[config.mk]
export PLATFORM = sky130hd
export DESIGN_NAME = spi_txn_sequencer
export DESIGN_NICKNAME = d
export VERILOG_FILES = /design/src/rtl/spi_seq_pkg.sv /design/src/rtl/spi_seq_fifo.sv /design/src/rtl/spi_txn_sequencer.sv
export SDC_FILE = /design/constraint.sdc
export NUM_CORES = 1
export LEC_CHECK = 0
export CAP_MARGIN = 20
export CORE_ASPECT_RATIO = 0.75
export CORE_MARGIN = 3
export CORE_UTILIZATION = 35
export CTS_CLUSTER_DIAMETER = 40
export CTS_CLUSTER_SIZE = 12
export DETAILED_ROUTE_END_ITERATION = 8
export PLACE_DENSITY_LB_ADDON = 0.25
export SLEW_MARGIN = 25
export SYNTH_ARGS = -nofsm -noshare
export SYNTH_HDL_FRONTEND = slang
export SYNTH_SLANG_ARGS = --single-unit
[constraint.sdc]
create_clock -name clk -period 2.89 [get_ports clk]
set_clock_uncertainty 0.05 [all_clocks]
set_input_delay 0.7225 -clock clk [delete_from_list [all_inputs] [get_ports clk]]
set_output_delay 0.7225 -clock clk [all_outputs]
set_load 0.01 [all_outputs]
[src/rtl/spi_seq_pkg.sv]
`default_nettype none
// ============================================================================
// Package  : spi_seq_pkg
// Purpose  : Shared types and default geometry for the SPI transaction
//            sequencer and its command/response FIFOs.
// Contents : seq_state_t : sequencer FSM states
//            spi_cmd_t   : {slave, data} FIFO entry layout (default geometry)
//            c_DEFAULT_* : default word width / slave count
// Revision : 1.0 - initial release
// ============================================================================
package spi_seq_pkg;

    localparam int c_DEFAULT_DATA_WIDTH = 8;
    localparam int c_DEFAULT_NUM_SLAVES = 4;
    localparam int c_DEFAULT_SS_W       = $clog2(c_DEFAULT_NUM_SLAVES);

    typedef enum logic [1:0] {
        IDLE   = 2'd0,
        LAUNCH = 2'd1,
        WAIT   = 2'd2,
        STORE  = 2'd3
    } seq_state_t;

    // Both FIFOs store entries in this field order: slave index in the upper
    // bits, data byte in the lower bits.
    typedef struct packed {
        logic [c_DEFAULT_SS_W-1:0]       slave;
        logic [c_DEFAULT_DATA_WIDTH-1:0] data;
    } spi_cmd_t;

endpackage
`default_nettype wire

[src/rtl/spi_seq_fifo.sv]
`default_nettype none
// ============================================================================
// Module   : spi_seq_fifo
// Purpose  : First-word fall-through FIFO with wrap-around pointers (one
//            extra MSB distinguishes full from empty).
// Ports    : clk, rst_n      - clock, synchronous active-low reset
//            push, push_data - write request (ignored while full)
//            pop             - read request (ignored while empty)
//            pop_data        - head entry; reads as zero while empty
//            count           - current occupancy, 0..DEPTH
// Revision : 1.0 - initial release
// ============================================================================
module spi_seq_fifo #(
    parameter int  WIDTH = 10,
    parameter int  DEPTH = 4,
    localparam int AW    = $clog2(DEPTH)
) (
    input  logic             clk,
    input  logic             rst_n,
    input  logic             push,
    input  logic [WIDTH-1:0] push_data,
    input  logic             pop,
    output logic [WIDTH-1:0] pop_data,
    output logic [AW:0]      count
);

    logic [WIDTH-1:0] r_mem [DEPTH];
    logic [AW:0]      r_wr_ptr;
    logic [AW:0]      r_rd_ptr;
    logic             w_empty;
    logic             w_full;
    logic             w_do_push;
    logic             w_do_pop;

    assign w_empty   = (r_wr_ptr == r_rd_ptr);
    // Same slot index but different lap bit means the writer is a full lap ahead.
    assign w_full    = (r_wr_ptr[AW] != r_rd_ptr[AW]) &&
                       (r_wr_ptr[AW-1:0] == r_rd_ptr[AW-1:0]);
    assign w_do_push = push && !w_full;
    assign w_do_pop  = pop && !w_empty;
    assign count     = r_wr_ptr - r_rd_ptr;

    // Gating keeps the head at zero after reset and whenever nothing is stored.
    assign pop_data  = w_empty ? '0 : r_mem[r_rd_ptr[AW-1:0]];

    always_ff @(posedge clk) begin
        if (w_do_push) begin
            r_mem[r_wr_ptr[AW-1:0]] <= push_data;
        end
    end

    always_ff @(posedge clk) begin
        if (!rst_n) begin
            r_wr_ptr <= '0;
            r_rd_ptr <= '0;
        end else begin
            if (w_do_push) begin
                r_wr_ptr <= r_wr_ptr + 1'b1;
            end
            if (w_do_pop) begin
                r_rd_ptr <= r_rd_ptr + 1'b1;
            end
        end
    end

endmodule
`default_nettype wire

[src/rtl/spi_txn_sequencer.sv]
`default_nettype none
// ============================================================================
// Module   : spi_txn_sequencer
// Purpose  : Buffers {slave, byte} commands, launches one SPI master
//            transaction per command and returns each received byte, tagged
//            with its slave index, through a response FIFO.
// Ports    : clk, rst_n                          - clock, sync active-low reset
//            cmd_valid/cmd_ready/cmd_data/cmd_slave - command push side
//            rsp_valid/rsp_ready/rsp_data/rsp_slave - response pop side
//            busy                                - FSM active or commands queued
//            start_transaction/tx_data/slave_select - to SPI master
//            rx_data/transaction_done            - from SPI master
//            timeout_err                         - sticky watchdog flag
// Options  : SPI_SEQ_TIMEOUT_EN - adds a WAIT watchdog of TIMEOUT_CYCLES and
//            the timeout_err port; without it WAIT waits indefinitely.
// Revision : 1.0 - initial release
// ============================================================================
module spi_txn_sequencer
    import spi_seq_pkg::*;
#(
    parameter int  DATA_WIDTH     = c_DEFAULT_DATA_WIDTH,
    parameter int  NUM_SLAVES     = c_DEFAULT_NUM_SLAVES,
    parameter int  FIFO_DEPTH     = 4,
    parameter int  TIMEOUT_CYCLES = 1024,
    localparam int SS_W           = $clog2(NUM_SLAVES)
) (
    input  logic                  clk,
    input  logic                  rst_n,
    input  logic                  cmd_valid,
    output logic                  cmd_ready,
    input  logic [DATA_WIDTH-1:0] cmd_data,
    input  logic [SS_W-1:0]       cmd_slave,
    output logic                  rsp_valid,
    input  logic                  rsp_ready,
    output logic [DATA_WIDTH-1:0] rsp_data,
    output logic [SS_W-1:0]       rsp_slave,
    output logic                  busy,
`ifdef SPI_SEQ_TIMEOUT_EN
    output logic                  timeout_err,
`endif
    output logic                  start_transaction,
    output logic [DATA_WIDTH-1:0] tx_data,
    output logic [SS_W-1:0]       slave_select,
    input  logic [DATA_WIDTH-1:0] rx_data,
    input  logic                  transaction_done
);

    localparam int c_ENTRY_W = SS_W + DATA_WIDTH;
    localparam int c_CNT_W   = $clog2(FIFO_DEPTH) + 1;

    seq_state_t             r_state;
    logic                   r_start;
    logic [DATA_WIDTH-1:0]  r_tx_data;
    logic [SS_W-1:0]        r_slave;
    logic [DATA_WIDTH-1:0]  r_rx_word;

    logic [c_ENTRY_W-1:0]   w_tx_head;
    logic [c_ENTRY_W-1:0]   w_rx_head;
    logic [c_CNT_W-1:0]     w_tx_count;
    logic [c_CNT_W-1:0]     w_rx_count;
    logic                   w_tx_empty;
    logic                   w_tx_full;
    logic                   w_rx_full;
    logic                   w_cmd_push;
    logic                   w_tx_pop;
    logic                   w_rx_push;
    logic                   w_rx_pop;
    logic                   w_timeout_hit;

    assign w_tx_empty = (w_tx_count == '0);
    assign w_tx_full  = (w_tx_count == c_CNT_W'(FIFO_DEPTH));
    assign w_rx_full  = (w_rx_count == c_CNT_W'(FIFO_DEPTH));

    assign cmd_ready  = !w_tx_full;
    assign w_cmd_push = cmd_valid && cmd_ready;
    assign rsp_valid  = (w_rx_count != '0);
    assign w_rx_pop   = rsp_valid && rsp_ready;
    assign {rsp_slave, rsp_data} = w_rx_head;

    // At most one transaction is in flight and its response is pushed in
    // STORE, before IDLE is re-entered; so in IDLE "RX not full" already
    // includes the slot reserved for the transaction about to launch.
    assign w_tx_pop  = (r_state == IDLE) && !w_tx_empty && !w_rx_full;
    assign w_rx_push = (r_state == STORE);

    assign busy              = (r_state != IDLE) || !w_tx_empty;
    assign start_transaction = r_start;
    assign tx_data           = r_tx_data;
    assign slave_select      = r_slave;

    spi_seq_fifo #(
        .WIDTH (c_ENTRY_W),
        .DEPTH (FIFO_DEPTH)
    ) u_tx_fifo (
        .clk       (clk),
        .rst_n     (rst_n),
        .push      (w_cmd_push),
        .push_data ({cmd_slave, cmd_data}),
        .pop       (w_tx_pop),
        .pop_data  (w_tx_head),
        .count     (w_tx_count)
    );

    spi_seq_fifo #(
        .WIDTH (c_ENTRY_W),
        .DEPTH (FIFO_DEPTH)
    ) u_rx_fifo (
        .clk       (clk),
        .rst_n     (rst_n),
        .push      (w_rx_push),
        .push_data ({r_slave, r_rx_word}),
        .pop       (w_rx_pop),
        .pop_data  (w_rx_head),
        .count     (w_rx_count)
    );

`ifdef SPI_SEQ_TIMEOUT_EN
    localparam int c_TMR_W = (TIMEOUT_CYCLES > 1) ? $clog2(TIMEOUT_CYCLES) : 1;

    logic [c_TMR_W-1:0] r_timer;
    logic               r_timeout_err;

    // A done pulse on the final watchdog cycle still wins over the timeout.
    assign w_timeout_hit = (r_state == WAIT) && !transaction_done &&
                           (r_timer == c_TMR_W'(TIMEOUT_CYCLES - 1));
    assign timeout_err   = r_timeout_err;

    always_ff @(posedge clk) begin
        if (!rst_n) begin
            r_timer       <= '0;
            r_timeout_err <= 1'b0;
        end else begin
            r_timer <= (r_state == WAIT) ? r_timer + 1'b1 : '0;
            if (w_timeout_hit) begin
                r_timeout_err <= 1'b1;
            end
        end
    end
`else
    assign w_timeout_hit = 1'b0;
`endif

    always_ff @(posedge clk) begin
        if (!rst_n) begin
            r_state   <= IDLE;
            r_start   <= 1'b0;
            r_tx_data <= '0;
            r_slave   <= '0;
            r_rx_word <= '0;
        end else begin
            case (r_state)
                IDLE: begin
                    if (w_tx_pop) begin
                        {r_slave, r_tx_data} <= w_tx_head;
                        r_start              <= 1'b1;
                        r_state              <= LAUNCH;
                    end
                end
                LAUNCH: begin
                    r_start <= 1'b0;
                    r_state <= WAIT;
                end
                WAIT: begin
                    if (transaction_done) begin
                        r_rx_word <= rx_data;
                        r_state   <= STORE;
                    end else if (w_timeout_hit) begin
                        r_rx_word <= '0;
                        r_state   <= STORE;
                    end
                end
                STORE: begin
                    r_state <= IDLE;
                end
                default: begin
                    r_state <= IDLE;
                end
            endcase
        end
    end

endmodule
`default_nettype wire

==> report_table.html, run 1 <==
<table>
<tr><th>Metric</th><th>Value</th></tr>
<tr><th colspan="2">Run status</th></tr>
<tr><td>Outcome</td><td>complete, no violations</td></tr>
<tr><th colspan="2">Route</th></tr>
<tr><td>Drt drc</td><td>0</td></tr>
<tr><td>Detailed Route WL</td><td>just under 9000 µm</td></tr>
<tr><td>ANT nets after route</td><td>0</td></tr>
<tr><td>DRC marker count from the first detailed-route iteration</td><td>between 150 and 200</td></tr>
<tr><td>Routed vias</td><td>between 2,000 and 3,000</td></tr>
<tr><td>Via-per-instance ratio</td><td>roughly 4.7</td></tr>
<tr><td>Wire per inst</td><td>between 15 and 20 µm</td></tr>
<tr><td>Detailed Routing Iterations Pass 1</td><td>4</td></tr>
<tr><th colspan="2">GRT</th></tr>
<tr><td>Overflow after GRT</td><td>0</td></tr>
<tr><td>Number of global-route vias before repair</td><td>2,672</td></tr>
<tr><td>Overall Global Routing Usage</td><td>between 10 and 15%</td></tr>
<tr><td>Global-route wire length before repair</td><td>13,900 µm</td></tr>
<tr><td>Initial antenna violation count</td><td>0</td></tr>
<tr><td>Maximum number of pins on one net before global-route repair</td><td>22</td></tr>
<tr><th colspan="2">Synth</th></tr>
<tr><td>Number of synthesized flops with an enable pin</td><td>80</td></tr>
<tr><td>Yosys warns</td><td>0</td></tr>
<tr><td>Syn Std Cell Area</td><td>approximately 4700 µm²</td></tr>
<tr><td>FFs w/ async S/R, synth</td><td>0%</td></tr>
<tr><td>Nets in the synthesized netlist</td><td>356</td></tr>
<tr><td>Library cells used by synthesis</td><td>35</td></tr>
<tr><td>Sequential-to-total area share from yosys stat</td><td>65.9%</td></tr>
<tr><td>Number of synthesized register bits</td><td>approximately 120</td></tr>
<tr><td>Number of cells produced by synthesis</td><td>315</td></tr>
<tr><td>Synth Flop Type</td><td>sky130_fd_sc_hd__edfxtp_1</td></tr>
<tr><td>Synthesized area per cell</td><td>around 15 µm²</td></tr>
<tr><th colspan="2">Placed design</th></tr>
<tr><td>Half-perimeter wire length of the detailed placement result</td><td>5780 µm</td></tr>
<tr><td>Placed standard-cell area</td><td>between 5000 and 6000 µm²</td></tr>
<tr><td>Routability congestion estimate</td><td>around 0.76</td></tr>
<tr><td>Port Buf Inserts</td><td>between 40 and 50</td></tr>
<tr><th colspan="2">STA</th></tr>
<tr><td>Final Max Tran Viols</td><td>0</td></tr>
<tr><td>Share of the cycle needed by the critical path after routing</td><td>between 90% and 100%</td></tr>
<tr><td>Maximum clock frequency</td><td>359 MHz</td></tr>
<tr><td>Post-Route Setup TNS</td><td>0 ns</td></tr>
<tr><td>Tightest slew margin relative to the limit</td><td>about three fifths</td></tr>
<tr><td>Setup repair after global routing missed its margin</td><td>false</td></tr>
<tr><td>Final hold violations</td><td>0</td></tr>
<tr><td>Transition time at the pin with the least slew margin</td><td>0.596 ns</td></tr>
<tr><td>Setup-failing EPs final</td><td>0</td></tr>
<tr><td>Final worst hold slack</td><td>slightly above 0.4 ns</td></tr>
<tr><td>Final period demand of the worst path</td><td>approximately 2.8 ns</td></tr>
<tr><th colspan="2">Clock network</th></tr>
<tr><td>Maximum number of buffers from clock root to sink</td><td>2</td></tr>
<tr><td>Number of CTS-inserted buffers</td><td>17</td></tr>
<tr><td>Cell at the root of the clock tree</td><td>sky130_fd_sc_hd__clkbuf_16</td></tr>
<tr><td>Number of sinks handled by clock tree synthesis</td><td>approximately 120</td></tr>
<tr><td>Clock-pin slew on the worst setup and hold paths</td><td>0.06 ns</td></tr>
<tr><td>Skew-Pair Late Insertion Delay</td><td>roughly 0.4 ns</td></tr>
<tr><td>CTS H-Tree Depth</td><td>4</td></tr>
<tr><td>TritonCTS clock tree</td><td>yes</td></tr>
<tr><th colspan="2">Power</th></tr>
<tr><td>Maximum VDD drop</td><td>0.473 mV</td></tr>
<tr><td>Areal power density over the cells</td><td>a little under 900 nW/µm²</td></tr>
<tr><td>Total power draw</td><td>approximately 5.2 mW</td></tr>
<tr><td>Standby leakage power</td><td>about 2.1 nW</td></tr>
<tr><th colspan="2">Worst setup path</th></tr>
<tr><td>Setup CP Type</td><td>reg2out</td></tr>
<tr><td>Kind of start point of the critical path</td><td>flop</td></tr>
<tr><td>Worst EP required</td><td>~2.1 ns</td></tr>
<tr><td>Signal arrival time at the worst endpoint</td><td>around 2 ns</td></tr>
<tr><td>Nature of the critical path endpoint</td><td>primary output</td></tr>
<tr><td>Stage delay of the slowest cell on the critical path</td><td>between 0.5 and 0.6 ns</td></tr>
<tr><td>Cell with the biggest individual delay on the critical path</td><td>sky130_fd_sc_hd__clkdlybuf4s50_1</td></tr>
<tr><td>Register-to-register setup slack</td><td>around 0.67 ns</td></tr>
<tr><td>Critical path cell sequence</td><td>inv_2 -&gt; ha_1 -&gt; nor2b_4 -&gt; xor2_2 -&gt; nor2_1 -&gt; nand2_1 -&gt; clkdlybuf4s50_1</td></tr>
<tr><td>Critical path fanouts, max</td><td>4</td></tr>
<tr><th colspan="2">Floorplanning</th></tr>
<tr><td>Die Wd</td><td>between 100 and 150 µm</td></tr>
<tr><td>Std-Cell Rows</td><td>36</td></tr>
<tr><td>Die H</td><td>106 µm</td></tr>
<tr><td>Die footprint</td><td>between 10,000 and 15,000 µm²</td></tr>
<tr><td>Initial cell density of the core</td><td>36.0%</td></tr>
<tr><td>Placeable Area</td><td>13,100 µm²</td></tr>
<tr><td>I/O pin cnt</td><td>47</td></tr>
<tr><th colspan="2">Finish</th></tr>
<tr><td>Count of filler cells inserted in the layout</td><td>~1,200</td></tr>
<tr><td>Area used by multi-input combinational logic</td><td>about 1500 µm²</td></tr>
<tr><td>Area used by sequential logic in the layout</td><td>about 3100 µm²</td></tr>
<tr><td>Number of diodes added for antenna fixing</td><td>0</td></tr>
<tr><td>Area added between synthesis and finish</td><td>28.4%</td></tr>
<tr><td>Total non-filler cell area in the finished layout</td><td>between 6000 and 7000 µm²</td></tr>
<tr><td>Fraction of layout instances using a drive strength above 1</td><td>18.6%</td></tr>
<tr><td>Number of nets at the end of the flow</td><td>420</td></tr>
<tr><th colspan="2">Min path</th></tr>
<tr><td>Type of the most critical hold path</td><td>reg2reg</td></tr>
<tr><th colspan="2">Flow run</th></tr>
<tr><td>MaxCap Viol Count</td><td>0</td></tr>
</table>
==> stage by stage <==
stage	setup WS [ns]	util, %	std cells
after floorplan	0.560	-	315
after global placement	0.353	41.4	529
after detailed placement	0.256	41.4	529
after CTS	0.0110	46.2	562
after global routing	0.00424	46.3	563
final	0.103	46.3	563
==> registers in the layout (all words and copies together), names as in the netlist, 3 cells and up, named ones only <==
register,count
u_tx_fifo.r_mem,40
tx_data,8
u_rx_fifo.r_rd_ptr,3
u_rx_fifo.r_mem,40
u_rx_fifo.r_wr_ptr,3
u_tx_fifo.r_wr_ptr,3
u_tx_fifo.r_rd_ptr,3
r_rx_word,8
==> placed cells by master (no fill, tap or decap), types with 2 or more instances in the layout <==
cell type / count
sky130_fd_sc_hd__dfxtp_1: 35
sky130_fd_sc_hd__clkinvlp_4: 4
sky130_fd_sc_hd__clkinv_4: 3
sky130_fd_sc_hd__edfxtp_1: 80
sky130_fd_sc_hd__nand2b_1: 2
sky130_fd_sc_hd__nand3_1: 20
sky130_fd_sc_hd__nand2_1: 27
sky130_fd_sc_hd__o21a_1: 2
sky130_fd_sc_hd__mux2i_1: 4
sky130_fd_sc_hd__mux4_2: 20
sky130_fd_sc_hd__clkbuf_16: 17
sky130_fd_sc_hd__dlygate4sd2_1: 10
sky130_fd_sc_hd__inv_1: 7
sky130_fd_sc_hd__nor2_1: 7
sky130_fd_sc_hd__and2_1: 13
sky130_fd_sc_hd__buf_4: 12
sky130_fd_sc_hd__o31a_1: 2
sky130_fd_sc_hd__clkdlybuf4s50_1: 36
sky130_fd_sc_hd__ha_1: 18
sky130_fd_sc_hd__a21boi_1: 9
sky130_fd_sc_hd__and3_1: 2
sky130_fd_sc_hd__o21ai_0: 3
sky130_fd_sc_hd__xnor2_1: 5
sky130_fd_sc_hd__bufinv_16: 3
sky130_fd_sc_hd__xor2_2: 3
sky130_fd_sc_hd__inv_6: 3
sky130_fd_sc_hd__nor2b_1: 15
sky130_fd_sc_hd__o21ai_1: 12
==> area by class of cell <==
cell class	count	share of cell area, %
clock buffer	17	7.04
clock inverter	15	3.00
inverter	8	0.497
multi-input combinational	178	25.5
sequential	115	51.3
tap	171	3.54
timing repair buffer	59	9.09
==> layer usage <==
layer,share of wire [%],vias to the layer above,GRT usage (%)
met3,4.7,11,3.51
li1,-,1299,-
met4,1.4,0,6.29
met2,47,52,19.7
met5,0,-,0
met1,47,1292,15.3
==> path summary, 6_finish.rpt <==
kind / startpoint / to / depth (start not counted)
setup / recovery: u_tx_fifo.r_wr_ptr[0] / busy / 7
hold / removal: tx_data[1] / tx_data[1] / 2
setup reg to reg: u_rx_fifo.r_wr_ptr[0] / u_rx_fifo.r_mem[3][2] / 5
hold reg to reg: tx_data[1] / tx_data[1] / 2
==> where the power goes <==
group	internal (mW)	total, mW	switching [mW]
clock network	1.36	2.11	0.747
registers	1.96	2.08	0.114
logic	0.522	1.04	0.519
==> worst max-delay path: cells and delay by family, from the launching register on <==
family / cells / cell delay, ns
adders and majority gates: 1 / 0.19
and+or+nand+nor: 3 / 0.28
xor gates and xnor gates: 1 / 0.19
DFF: 1 / 0.37
buffers and inverters: 2 / 0.61
==> cells by family after synthesis <==
| kind of cell | synth area share [%] |
|---|---|
| AO/OA/AOI/OAI | 4.76 |
| XOR/XNOR | 2.15 |
| adder cells (fa/ha/maj) | 4.79 |
| buffers and inverters | 1.81 |
| flip-flops | 65.9 |
| multiplexers | 10.4 |
| AND/OR/NAND/NOR | 10.1 |
==> cell usage after synthesis (3+ instances only) <==
library cell / instances / area (µm²)
sky130_fd_sc_hd__inv_1: 8 / 30.0
sky130_fd_sc_hd__nor2b_1: 17 / 106
sky130_fd_sc_hd__o21ai_1: 12 / 60.1
sky130_fd_sc_hd__nor2_1: 7 / 26.3
sky130_fd_sc_hd__and2_1: 13 / 81.3
sky130_fd_sc_hd__nand3_1: 20 / 100
sky130_fd_sc_hd__buf_1: 3 / 11.3
sky130_fd_sc_hd__clkbuf_1: 9 / 33.8
sky130_fd_sc_hd__o21ai_0: 3 / 15.0
sky130_fd_sc_hd__dfxtp_1: 35 / 701
sky130_fd_sc_hd__nand2_1: 27 / 101
sky130_fd_sc_hd__ha_1: 18 / 225
sky130_fd_sc_hd__a21boi_1: 9 / 67.6
sky130_fd_sc_hd__and3_1: 3 / 18.8
sky130_fd_sc_hd__mux2i_1: 4 / 40.0
sky130_fd_sc_hd__mux4_2: 20 / 450
sky130_fd_sc_hd__xnor2_1: 5 / 43.8
sky130_fd_sc_hd__edfxtp_1: 80 / 2400
==> timing repair <==
action,CTS,global route
buffers inserted,1,1
cloned,0,0
hold endpoints to repair,0,0
hold buffers,0,0
setup endpoints to repair,13,3
resized for setup,16,2
No activity file was read; power rests on OpenSTA's default activity.
==> inputs of run 2 (changes only) <==
Settings changed: CORE_ASPECT_RATIO 0.75 to default.
==> report_table.html, run 2 (same netlist as run 1, synthesis figures left out) <==
<table>
<tr><th>Metric</th><th>Value</th></tr>
<tr><th colspan="2">GRT</th></tr>
<tr><td>Number of global-route vias before repair</td><td>2,770 (was 2,672)</td></tr>
<tr><td>Maximum number of pins on one net before global-route repair</td><td>35 (was 22)</td></tr>
<tr><td>Overflow after GRT</td><td>0 (unchanged)</td></tr>
<tr><td>Overall Global Routing Usage</td><td>13.0% (was 12.3%)</td></tr>
<tr><td>Initial antenna violation count</td><td>0 (unchanged)</td></tr>
<tr><td>Global-route wire length before repair</td><td>14,300 µm (was 13,900 µm)</td></tr>
<tr><th colspan="2">Finish</th></tr>
<tr><td>Fraction of layout instances using a drive strength above 1</td><td>19.0% (was 18.6%)</td></tr>
<tr><td>Number of diodes added for antenna fixing</td><td>0 (unchanged)</td></tr>
<tr><td>Count of filler cells inserted in the layout</td><td>1,117 (was 1,158)</td></tr>
<tr><td>Most frequent cells in the layout</td><td>80 x sky130_fd_sc_hd__edfxtp_1, 35 x sky130_fd_sc_hd__dfxtp_1, 34 x sky130_fd_sc_hd__clkdlybuf4s50_1, 27 x sky130_fd_sc_hd__nand2_1 (was 80 x sky130_fd_sc_hd__edfxtp_1, 36 x sky130_fd_sc_hd__clkdlybuf4s50_1, 35 x sky130_fd_sc_hd__dfxtp_1, 27 x sky130_fd_sc_hd__nand2_1)</td></tr>
<tr><td>Area added between synthesis and finish</td><td>30.5% (was 28.4%)</td></tr>
<tr><td>Number of nets at the end of the flow</td><td>422 (was 420)</td></tr>
<tr><td>Leading cell type in the layout, fill and taps excluded</td><td>sky130_fd_sc_hd__edfxtp_1 (unchanged)</td></tr>
<tr><th colspan="2">STA</th></tr>
<tr><td>Final Max Tran Viols</td><td>0 (unchanged)</td></tr>
<tr><td>Maximum clock frequency</td><td>364 MHz (was 359 MHz)</td></tr>
<tr><td>Post-Route Setup TNS</td><td>0 ns (unchanged)</td></tr>
<tr><td>Final critical-path setup slack</td><td>0.145 ns (was 0.103 ns)</td></tr>
<tr><td>Share of the cycle needed by the critical path after routing</td><td>95.0% (was 96.4%)</td></tr>
<tr><td>Transition time at the pin with the least slew margin</td><td>0.643 ns (was 0.596 ns)</td></tr>
<tr><td>Tightest slew margin relative to the limit</td><td>57.0% (was 60.3%)</td></tr>
<tr><td>Final period demand of the worst path</td><td>2.75 ns (was 2.79 ns)</td></tr>
<tr><td>Final hold violations</td><td>0 (unchanged)</td></tr>
<tr><td>Final worst hold slack</td><td>0.410 ns (was 0.412 ns)</td></tr>
<tr><td>Setup repair after global routing missed its margin</td><td>false (unchanged)</td></tr>
<tr><td>Setup-failing EPs final</td><td>0 (unchanged)</td></tr>
<tr><th colspan="2">Clock network</th></tr>
<tr><td>CTS H-Tree Depth</td><td>4 (unchanged)</td></tr>
<tr><td>Skew-Pair Late Insertion Delay</td><td>0.40 ns (about the same)</td></tr>
<tr><td>Number of CTS-inserted buffers</td><td>17 (unchanged)</td></tr>
<tr><td>TritonCTS clock tree</td><td>yes (unchanged)</td></tr>
<tr><td>Number of sinks handled by clock tree synthesis</td><td>115 (unchanged)</td></tr>
<tr><td>Cell at the root of the clock tree</td><td>sky130_fd_sc_hd__clkbuf_16 (unchanged)</td></tr>
<tr><td>Clock-pin slew on the worst setup and hold paths</td><td>0.05 ns (was 0.06 ns)</td></tr>
<tr><td>Maximum number of buffers from clock root to sink</td><td>2 (unchanged)</td></tr>
<tr><th colspan="2">Worst setup path</th></tr>
<tr><td>Critical path fanouts, max</td><td>4 (unchanged)</td></tr>
<tr><td>Nature of the critical path endpoint</td><td>primary output (unchanged)</td></tr>
<tr><td>Cell with the biggest individual delay on the critical path</td><td>sky130_fd_sc_hd__clkdlybuf4s50_1 (unchanged)</td></tr>
<tr><td>Stage delay of the slowest cell on the critical path</td><td>0.54 ns (was 0.53 ns)</td></tr>
<tr><td>Crit path max-delay family</td><td>buffers and inverters (unchanged)</td></tr>
<tr><td>Number of buffer and inverter stages on the critical path</td><td>2 (unchanged)</td></tr>
<tr><td>Worst EP required</td><td>2.12 ns (about the same)</td></tr>
<tr><td>Signal arrival time at the worst endpoint</td><td>1.97 ns (was 2.01 ns)</td></tr>
<tr><td>Setup CP Type</td><td>reg2out (unchanged)</td></tr>
<tr><td>Kind of start point of the critical path</td><td>flop (unchanged)</td></tr>
<tr><td>Critical path cell sequence</td><td>inv_2 -&gt; ha_1 -&gt; nor2b_2 -&gt; xor2_2 -&gt; nand3_1 -&gt; clkdlybuf4s50_1 (was inv_2 -&gt; ha_1 -&gt; nor2b_4 -&gt; xor2_2 -&gt; nor2_1 -&gt; nand2_1 -&gt; clkdlybuf4s50_1)</td></tr>
<tr><th colspan="2">Placed design</th></tr>
<tr><td>Routability congestion estimate</td><td>0.706 (was 0.763)</td></tr>
<tr><td>Worst-case setup slack after placement</td><td>0.266 ns (was 0.256 ns)</td></tr>
<tr><td>Half-perimeter wire length of the detailed placement result</td><td>5830 µm (was 5780 µm)</td></tr>
<tr><td>Port Buf Inserts</td><td>46 (unchanged)</td></tr>
<tr><th colspan="2">Route</th></tr>
<tr><td>Met1 wire length</td><td>3870 µm (was 4040 µm)</td></tr>
<tr><td>Detailed Route WL</td><td>8780 µm (was 8650 µm)</td></tr>
<tr><td>Length of routed met3 wiring</td><td>257 µm (was 410 µm)</td></tr>
<tr><td>DRC marker count from the first detailed-route iteration</td><td>164 (was 178)</td></tr>
<tr><td>Routed vias</td><td>2,686 (was 2,654)</td></tr>
<tr><td>ANT nets after route</td><td>0 (unchanged)</td></tr>
<tr><td>Drt drc</td><td>0 (unchanged)</td></tr>
<tr><td>Via-per-instance ratio</td><td>4.75 (was 4.71)</td></tr>
<tr><td>Wire per inst</td><td>15.5 µm (was 15.4 µm)</td></tr>
<tr><td>Uppermost routed layer</td><td>met4 (unchanged)</td></tr>
<tr><td>Met2 Routed Length</td><td>4550 µm (was 4080 µm)</td></tr>
<tr><td>Detailed Routing Iterations Pass 1</td><td>4 (unchanged)</td></tr>
<tr><th colspan="2">Power</th></tr>
<tr><td>Cell internal power dissipation</td><td>4.02 mW (was 3.85 mW)</td></tr>
<tr><td>Clock network fraction of total power</td><td>41.8% (was 40.3%)</td></tr>
<tr><td>Psw</td><td>1.33 mW (was 1.38 mW)</td></tr>
<tr><td>Maximum VDD drop</td><td>0.543 mV (was 0.473 mV)</td></tr>
<tr><td>Sw Share</td><td>24.9% (was 26.4%)</td></tr>
<tr><td>Areal power density over the cells</td><td>871 nW/µm² (was 865 nW/µm²)</td></tr>
<tr><td>Combinational Power Share</td><td>19.6% (was 19.9%)</td></tr>
<tr><td>Standby leakage power</td><td>2.30 nW (was 2.13 nW)</td></tr>
<tr><td>Sequential fraction of design power</td><td>38.6% (was 39.8%)</td></tr>
<tr><th colspan="2">Floorplanning</th></tr>
<tr><td>I/O pin cnt</td><td>47 (unchanged)</td></tr>
<tr><td>Std-Cell Rows</td><td>41 (was 36)</td></tr>
<tr><td>Die footprint</td><td>14,900 µm² (about the same)</td></tr>
<tr><td>Die Wd</td><td>122 µm (was 140 µm)</td></tr>
<tr><td>Placeable Area</td><td>12,900 µm² (was 13,100 µm²)</td></tr>
<tr><td>Die H</td><td>122 µm (was 106 µm)</td></tr>
<tr><td>Initial cell density of the core</td><td>36.5% (was 36.0%)</td></tr>
<tr><th colspan="2">Flow run</th></tr>
<tr><td>MaxCap Viol Count</td><td>0 (unchanged)</td></tr>
<tr><th colspan="2">Min path</th></tr>
<tr><td>Type of the most critical hold path</td><td>reg2reg (unchanged)</td></tr>
<tr><th colspan="2">Run status</th></tr>
<tr><td>Outcome</td><td>complete, no violations (unchanged)</td></tr>
</table>
==> run 2: cell count changes in the layout (fill, tap and decap cells not counted), moves of 2 or more <==
cell / delta
sky130_fd_sc_hd__bufinv_16: +2
sky130_fd_sc_hd__clkdlybuf4s50_1: -2
sky130_fd_sc_hd__clkinv_2: +2
sky130_fd_sc_hd__clkinvlp_4: -3
sky130_fd_sc_hd__dlygate4sd2_1: -9
sky130_fd_sc_hd__dlymetal6s2s_1: +11
sky130_fd_sc_hd__inv_6: -3
==> run 2: tightest hold or removal path: cells and delay by family (launching register included) <==
kind            cells  cell delay [ns]
simple gates        1             0.06
compound gates      1             0.05
flops               1             0.31
==> run 2: what timing repair did <==
item | CTS | global route
setup buffers | 2 | 1
resized for setup | 6 | 14
endpoints found under the hold margin | 0 | 0
endpoints found under the setup margin | 13 | 12
hold buffers | 0 | 0
==> run 2: routing by layer <==
layer	vias to the layer above	track usage, %
met5	-	0
met2	40	22.6
li1	1302	-
met3	10	3.67
met4	0	5.25
met1	1334	15.1
==> run 2: final timing paths <==
| path | from | endpoint | slack (ns) | depth (start not counted) |
|---|---|---|---|---|
| worst max-delay path | u_rx_fifo.r_wr_ptr[0] | rsp_valid | 0.14 | 6 |
| worst min-delay path | tx_data[0] | tx_data[0] | 0.41 | 2 |
| worst max register to register | u_tx_fifo.r_wr_ptr[0] | slave_select[1] | 0.58 | 10 |
| worst min register to register | tx_data[0] | tx_data[0] | 0.41 | 2 |
==> run 2: stage by stage <==
step                      cells  power [mW]  instance area, µm²  utilization (%)
after floorplan             315        2.70                4710                -
final                       566        5.35                6140             47.7
after global placement      531        3.13                5430             42.2
after CTS                   565        5.42                6100             47.4
after detailed placement    531        3.16                5430             42.2
after global routing        566        5.60                6140             47.7
==> run 2: area by class of cell <==
class	count	area [µm²]	area share, %
timing repair buffer	61	616	10.0
clock inverter	14	211	3.44
inverter	8	30.0	0.489
tap	172	215	3.51
sequential	115	3100	50.5
multi-input combinational	178	1540	25.0
clock buffer	18	429	6.99
==> run 2: power by group through the flow <==
| stage | Clock (mW) | Sequential, mW | Combinational (mW) |
|---|---|---|---|
| floorplan | 0 | 2.11 | 0.592 |
| global placement | 0 | 2.09 | 1.04 |
| detailed placement | 0 | 2.10 | 1.06 |
| CTS | 2.27 | 2.07 | 1.08 |
| global route | 2.35 | 2.09 | 1.16 |
| finish | 2.23 | 2.07 | 1.05 |
==> inputs of run 3 (changes only) <==
Settings changed: CTS_BUF_LIST from default to sky130_fd_sc_hd__clkbuf_8.
==> report_table.html, run 3 (same netlist as run 1, synthesis figures left out) <==
<table>
<tr><th>Metric</th><th>Value</th></tr>
<tr><th colspan="2">Route</th></tr>
<tr><td>DRC marker count from the first detailed-route iteration</td><td>143 (was 164)</td></tr>
<tr><td>Routed vias</td><td>2,655 (was 2,686)</td></tr>
<tr><td>Wire per inst</td><td>15.5 µm (about the same)</td></tr>
<tr><td>Detailed Route WL</td><td>8750 µm (was 8780 µm)</td></tr>
<tr><td>Detailed Routing Iterations Pass 1</td><td>4 (unchanged)</td></tr>
<tr><td>ANT nets after route</td><td>0 (unchanged)</td></tr>
<tr><td>Drt drc</td><td>0 (unchanged)</td></tr>
<tr><td>Via-per-instance ratio</td><td>4.70 (was 4.75)</td></tr>
<tr><th colspan="2">Worst setup path</th></tr>
<tr><td>Critical path fanouts, max</td><td>4 (unchanged)</td></tr>
<tr><td>Worst EP required</td><td>2.12 ns (about the same)</td></tr>
<tr><td>Nature of the critical path endpoint</td><td>primary output (unchanged)</td></tr>
<tr><td>Setup CP Type</td><td>reg2out (unchanged)</td></tr>
<tr><td>Kind of start point of the critical path</td><td>flop (unchanged)</td></tr>
<tr><td>Signal arrival time at the worst endpoint</td><td>1.88 ns (was 1.97 ns)</td></tr>
<tr><th colspan="2">Min path</th></tr>
<tr><td>Type of the most critical hold path</td><td>reg2reg (unchanged)</td></tr>
<tr><th colspan="2">STA</th></tr>
<tr><td>Share of the cycle needed by the critical path after routing</td><td>91.9% (was 95.0%)</td></tr>
<tr><td>Setup-failing EPs final</td><td>0 (unchanged)</td></tr>
<tr><td>Final Max Tran Viols</td><td>0 (unchanged)</td></tr>
<tr><td>Final hold violations</td><td>0 (unchanged)</td></tr>
<tr><td>Tightest slew margin relative to the limit</td><td>57.0% (about the same)</td></tr>
<tr><td>Maximum clock frequency</td><td>376 MHz (was 364 MHz)</td></tr>
<tr><td>Setup repair after global routing missed its margin</td><td>false (unchanged)</td></tr>
<tr><td>Post-Route Setup TNS</td><td>0 ns (unchanged)</td></tr>
<tr><td>Transition time at the pin with the least slew margin</td><td>0.644 ns (was 0.643 ns)</td></tr>
<tr><td>Final period demand of the worst path</td><td>2.66 ns (was 2.75 ns)</td></tr>
<tr><th colspan="2">Power</th></tr>
<tr><td>Combinational Power Share</td><td>21.7% (was 19.6%)</td></tr>
<tr><td>Maximum VDD drop</td><td>0.536 mV (was 0.543 mV)</td></tr>
<tr><td>Psw</td><td>1.25 mW (was 1.33 mW)</td></tr>
<tr><td>Areal power density over the cells</td><td>803 nW/µm² (was 871 nW/µm²)</td></tr>
<tr><td>Clock network fraction of total power</td><td>34.9% (was 41.8%)</td></tr>
<tr><td>Cell internal power dissipation</td><td>3.49 mW (was 4.02 mW)</td></tr>
<tr><td>Standby leakage power</td><td>2.10 nW (was 2.30 nW)</td></tr>
<tr><td>Sw Share</td><td>26.4% (was 24.9%)</td></tr>
<tr><td>Sequential fraction of design power</td><td>43.4% (was 38.6%)</td></tr>
<tr><td>Total power draw</td><td>4.75 mW (was 5.35 mW)</td></tr>
<tr><th colspan="2">Clock network</th></tr>
<tr><td>Clock-pin slew on the worst setup and hold paths</td><td>0.07 ns (was 0.05 ns)</td></tr>
<tr><td>TritonCTS clock tree</td><td>yes (unchanged)</td></tr>
<tr><td>Number of CTS-inserted buffers</td><td>17 (unchanged)</td></tr>
<tr><td>Number of sinks handled by clock tree synthesis</td><td>115 (unchanged)</td></tr>
<tr><td>Skew-Pair Late Insertion Delay</td><td>0.42 ns (was 0.40 ns)</td></tr>
<tr><td>Cell at the root of the clock tree</td><td>sky130_fd_sc_hd__clkbuf_8 (was sky130_fd_sc_hd__clkbuf_16)</td></tr>
<tr><td>CTS H-Tree Depth</td><td>4 (unchanged)</td></tr>
<tr><td>Maximum number of buffers from clock root to sink</td><td>2 (unchanged)</td></tr>
<tr><th colspan="2">GRT</th></tr>
<tr><td>Global-route wire length before repair</td><td>14,300 µm (about the same)</td></tr>
<tr><td>Initial antenna violation count</td><td>0 (unchanged)</td></tr>
<tr><td>Overall Global Routing Usage</td><td>12.9% (was 13.0%)</td></tr>
<tr><td>Number of global-route vias before repair</td><td>2,781 (was 2,770)</td></tr>
<tr><td>Maximum number of pins on one net before global-route repair</td><td>35 (unchanged)</td></tr>
<tr><td>Overflow after GRT</td><td>0 (unchanged)</td></tr>
<tr><th colspan="2">Run status</th></tr>
<tr><td>Outcome</td><td>complete, no violations (unchanged)</td></tr>
<tr><th colspan="2">Placed design</th></tr>
<tr><td>Port Buf Inserts</td><td>46 (unchanged)</td></tr>
<tr><td>Half-perimeter wire length of the detailed placement result</td><td>5830 µm (unchanged)</td></tr>
<tr><td>Routability congestion estimate</td><td>0.706 (unchanged)</td></tr>
<tr><td>Placed Cells incl. Taps</td><td>531 (unchanged)</td></tr>
<tr><th colspan="2">Finish</th></tr>
<tr><td>Non-filler cells, final</td><td>565 (was 566)</td></tr>
<tr><td>Number of diodes added for antenna fixing</td><td>0 (unchanged)</td></tr>
<tr><td>Leading cell type in the layout, fill and taps excluded</td><td>sky130_fd_sc_hd__edfxtp_1 (unchanged)</td></tr>
<tr><td>Area added between synthesis and finish</td><td>25.6% (was 30.5%)</td></tr>
<tr><td>Most frequent cells in the layout</td><td>80 x sky130_fd_sc_hd__edfxtp_1, 34 x sky130_fd_sc_hd__dfxtp_1, 33 x sky130_fd_sc_hd__clkdlybuf4s50_1, 27 x sky130_fd_sc_hd__nand2_1 (was 80 x sky130_fd_sc_hd__edfxtp_1, 35 x sky130_fd_sc_hd__dfxtp_1, 34 x sky130_fd_sc_hd__clkdlybuf4s50_1, 27 x sky130_fd_sc_hd__nand2_1)</td></tr>
<tr><td>Number of nets at the end of the flow</td><td>421 (was 422)</td></tr>
<tr><td>Count of filler cells inserted in the layout</td><td>1,149 (was 1,117)</td></tr>
<tr><td>Fraction of layout instances using a drive strength above 1</td><td>18.8% (was 19.0%)</td></tr>
<tr><th colspan="2">Floorplanning</th></tr>
<tr><td>Std-Cell Rows</td><td>41 (unchanged)</td></tr>
<tr><td>Die Wd</td><td>122 µm (unchanged)</td></tr>
<tr><td>Initial cell density of the core</td><td>36.5% (unchanged)</td></tr>
<tr><td>Die H</td><td>122 µm (unchanged)</td></tr>
<tr><td>I/O pin cnt</td><td>47 (unchanged)</td></tr>
<tr><td>Die footprint</td><td>14,900 µm² (unchanged)</td></tr>
<tr><td>Placeable Area</td><td>12,900 µm² (unchanged)</td></tr>
<tr><th colspan="2">Flow run</th></tr>
<tr><td>MaxCap Viol Count</td><td>0 (unchanged)</td></tr>
</table>
run 3: worst max-delay path, cell delays in order (launching register included):
cell and delay [ns]:
sky130_fd_sc_hd__dfxtp_1 0.36, sky130_fd_sc_hd__inv_1 0.10, sky130_fd_sc_hd__ha_1 0.19, sky130_fd_sc_hd__nor2b_2 0.17
sky130_fd_sc_hd__xor2_2 0.18, sky130_fd_sc_hd__nor2_1 0.12, sky130_fd_sc_hd__nand2_1 0.06, sky130_fd_sc_hd__dlygate4sd2_1 0.29
run 3: through the flow:
stage          setup slack (ns)  hold slack (ns)  cell area [µm²]  utilization [%]
4_1_cts                 0.00592            0.417             5900             45.8
2_1_floorplan             0.560            0.410             4710                -
6_report                  0.233            0.412             5910             45.9
3_5_place_dp              0.266            0.402             5430             42.2
3_3_place_gp              0.324            0.399             5430             42.2
5_1_grt                  0.0900            0.441             5910             45.9
run 3: final timing paths:
kind / slack [ns] / startpoint / depth (start not counted) / to
setup / recovery: 0.23 / u_tx_fifo.r_wr_ptr[0] / 7 / busy
hold / removal: 0.41 / tx_data[0] / 2 / tx_data[0]
setup reg to reg: 0.67 / u_tx_fifo.r_wr_ptr[0] / 9 / slave_select[0]
hold reg to reg: 0.41 / tx_data[0] / 2 / tx_data[0]
run 3: cell type report:
type / count / area, µm² / share of cell area (%)
inverter: 8 / 30.0 / 0.508
tap: 172 / 215 / 3.64
multi-input combinational: 178 / 1540 / 26.0
timing repair buffer: 60 / 577 / 9.76
sequential: 115 / 3100 / 52.5
clock inverter: 15 / 215 / 3.64
clock buffer: 17 / 234 / 3.96
run 3: power groups by stage:
stage	Sequential, mW	Clock, mW	Combinational (mW)
after floorplan	2.11	0	0.592
after global placement	2.09	0	1.04
after detailed placement	2.10	0	1.06
after CTS	2.07	1.70	1.06
after global routing	2.09	1.77	1.14
final	2.06	1.66	1.03
run 3: repair_timing:
item	4_1_cts	5_1_grt
setup endpoints to repair	13	2
hold buffers	0	0
setup buffers	2	0
gates resized for setup	17	5
pin swaps	0	0
run 3: layer usage:
layer / share of wire [%] / track usage (%) / vias to the layer above
li1: - / - / 1300
met1: 44 / 15.3 / 1306
met2: 52 / 22.2 / 43
met3: 3.1 / 3.67 / 6
met4: 0.78 / 5.25 / 0
met5: 0 / 0 / -
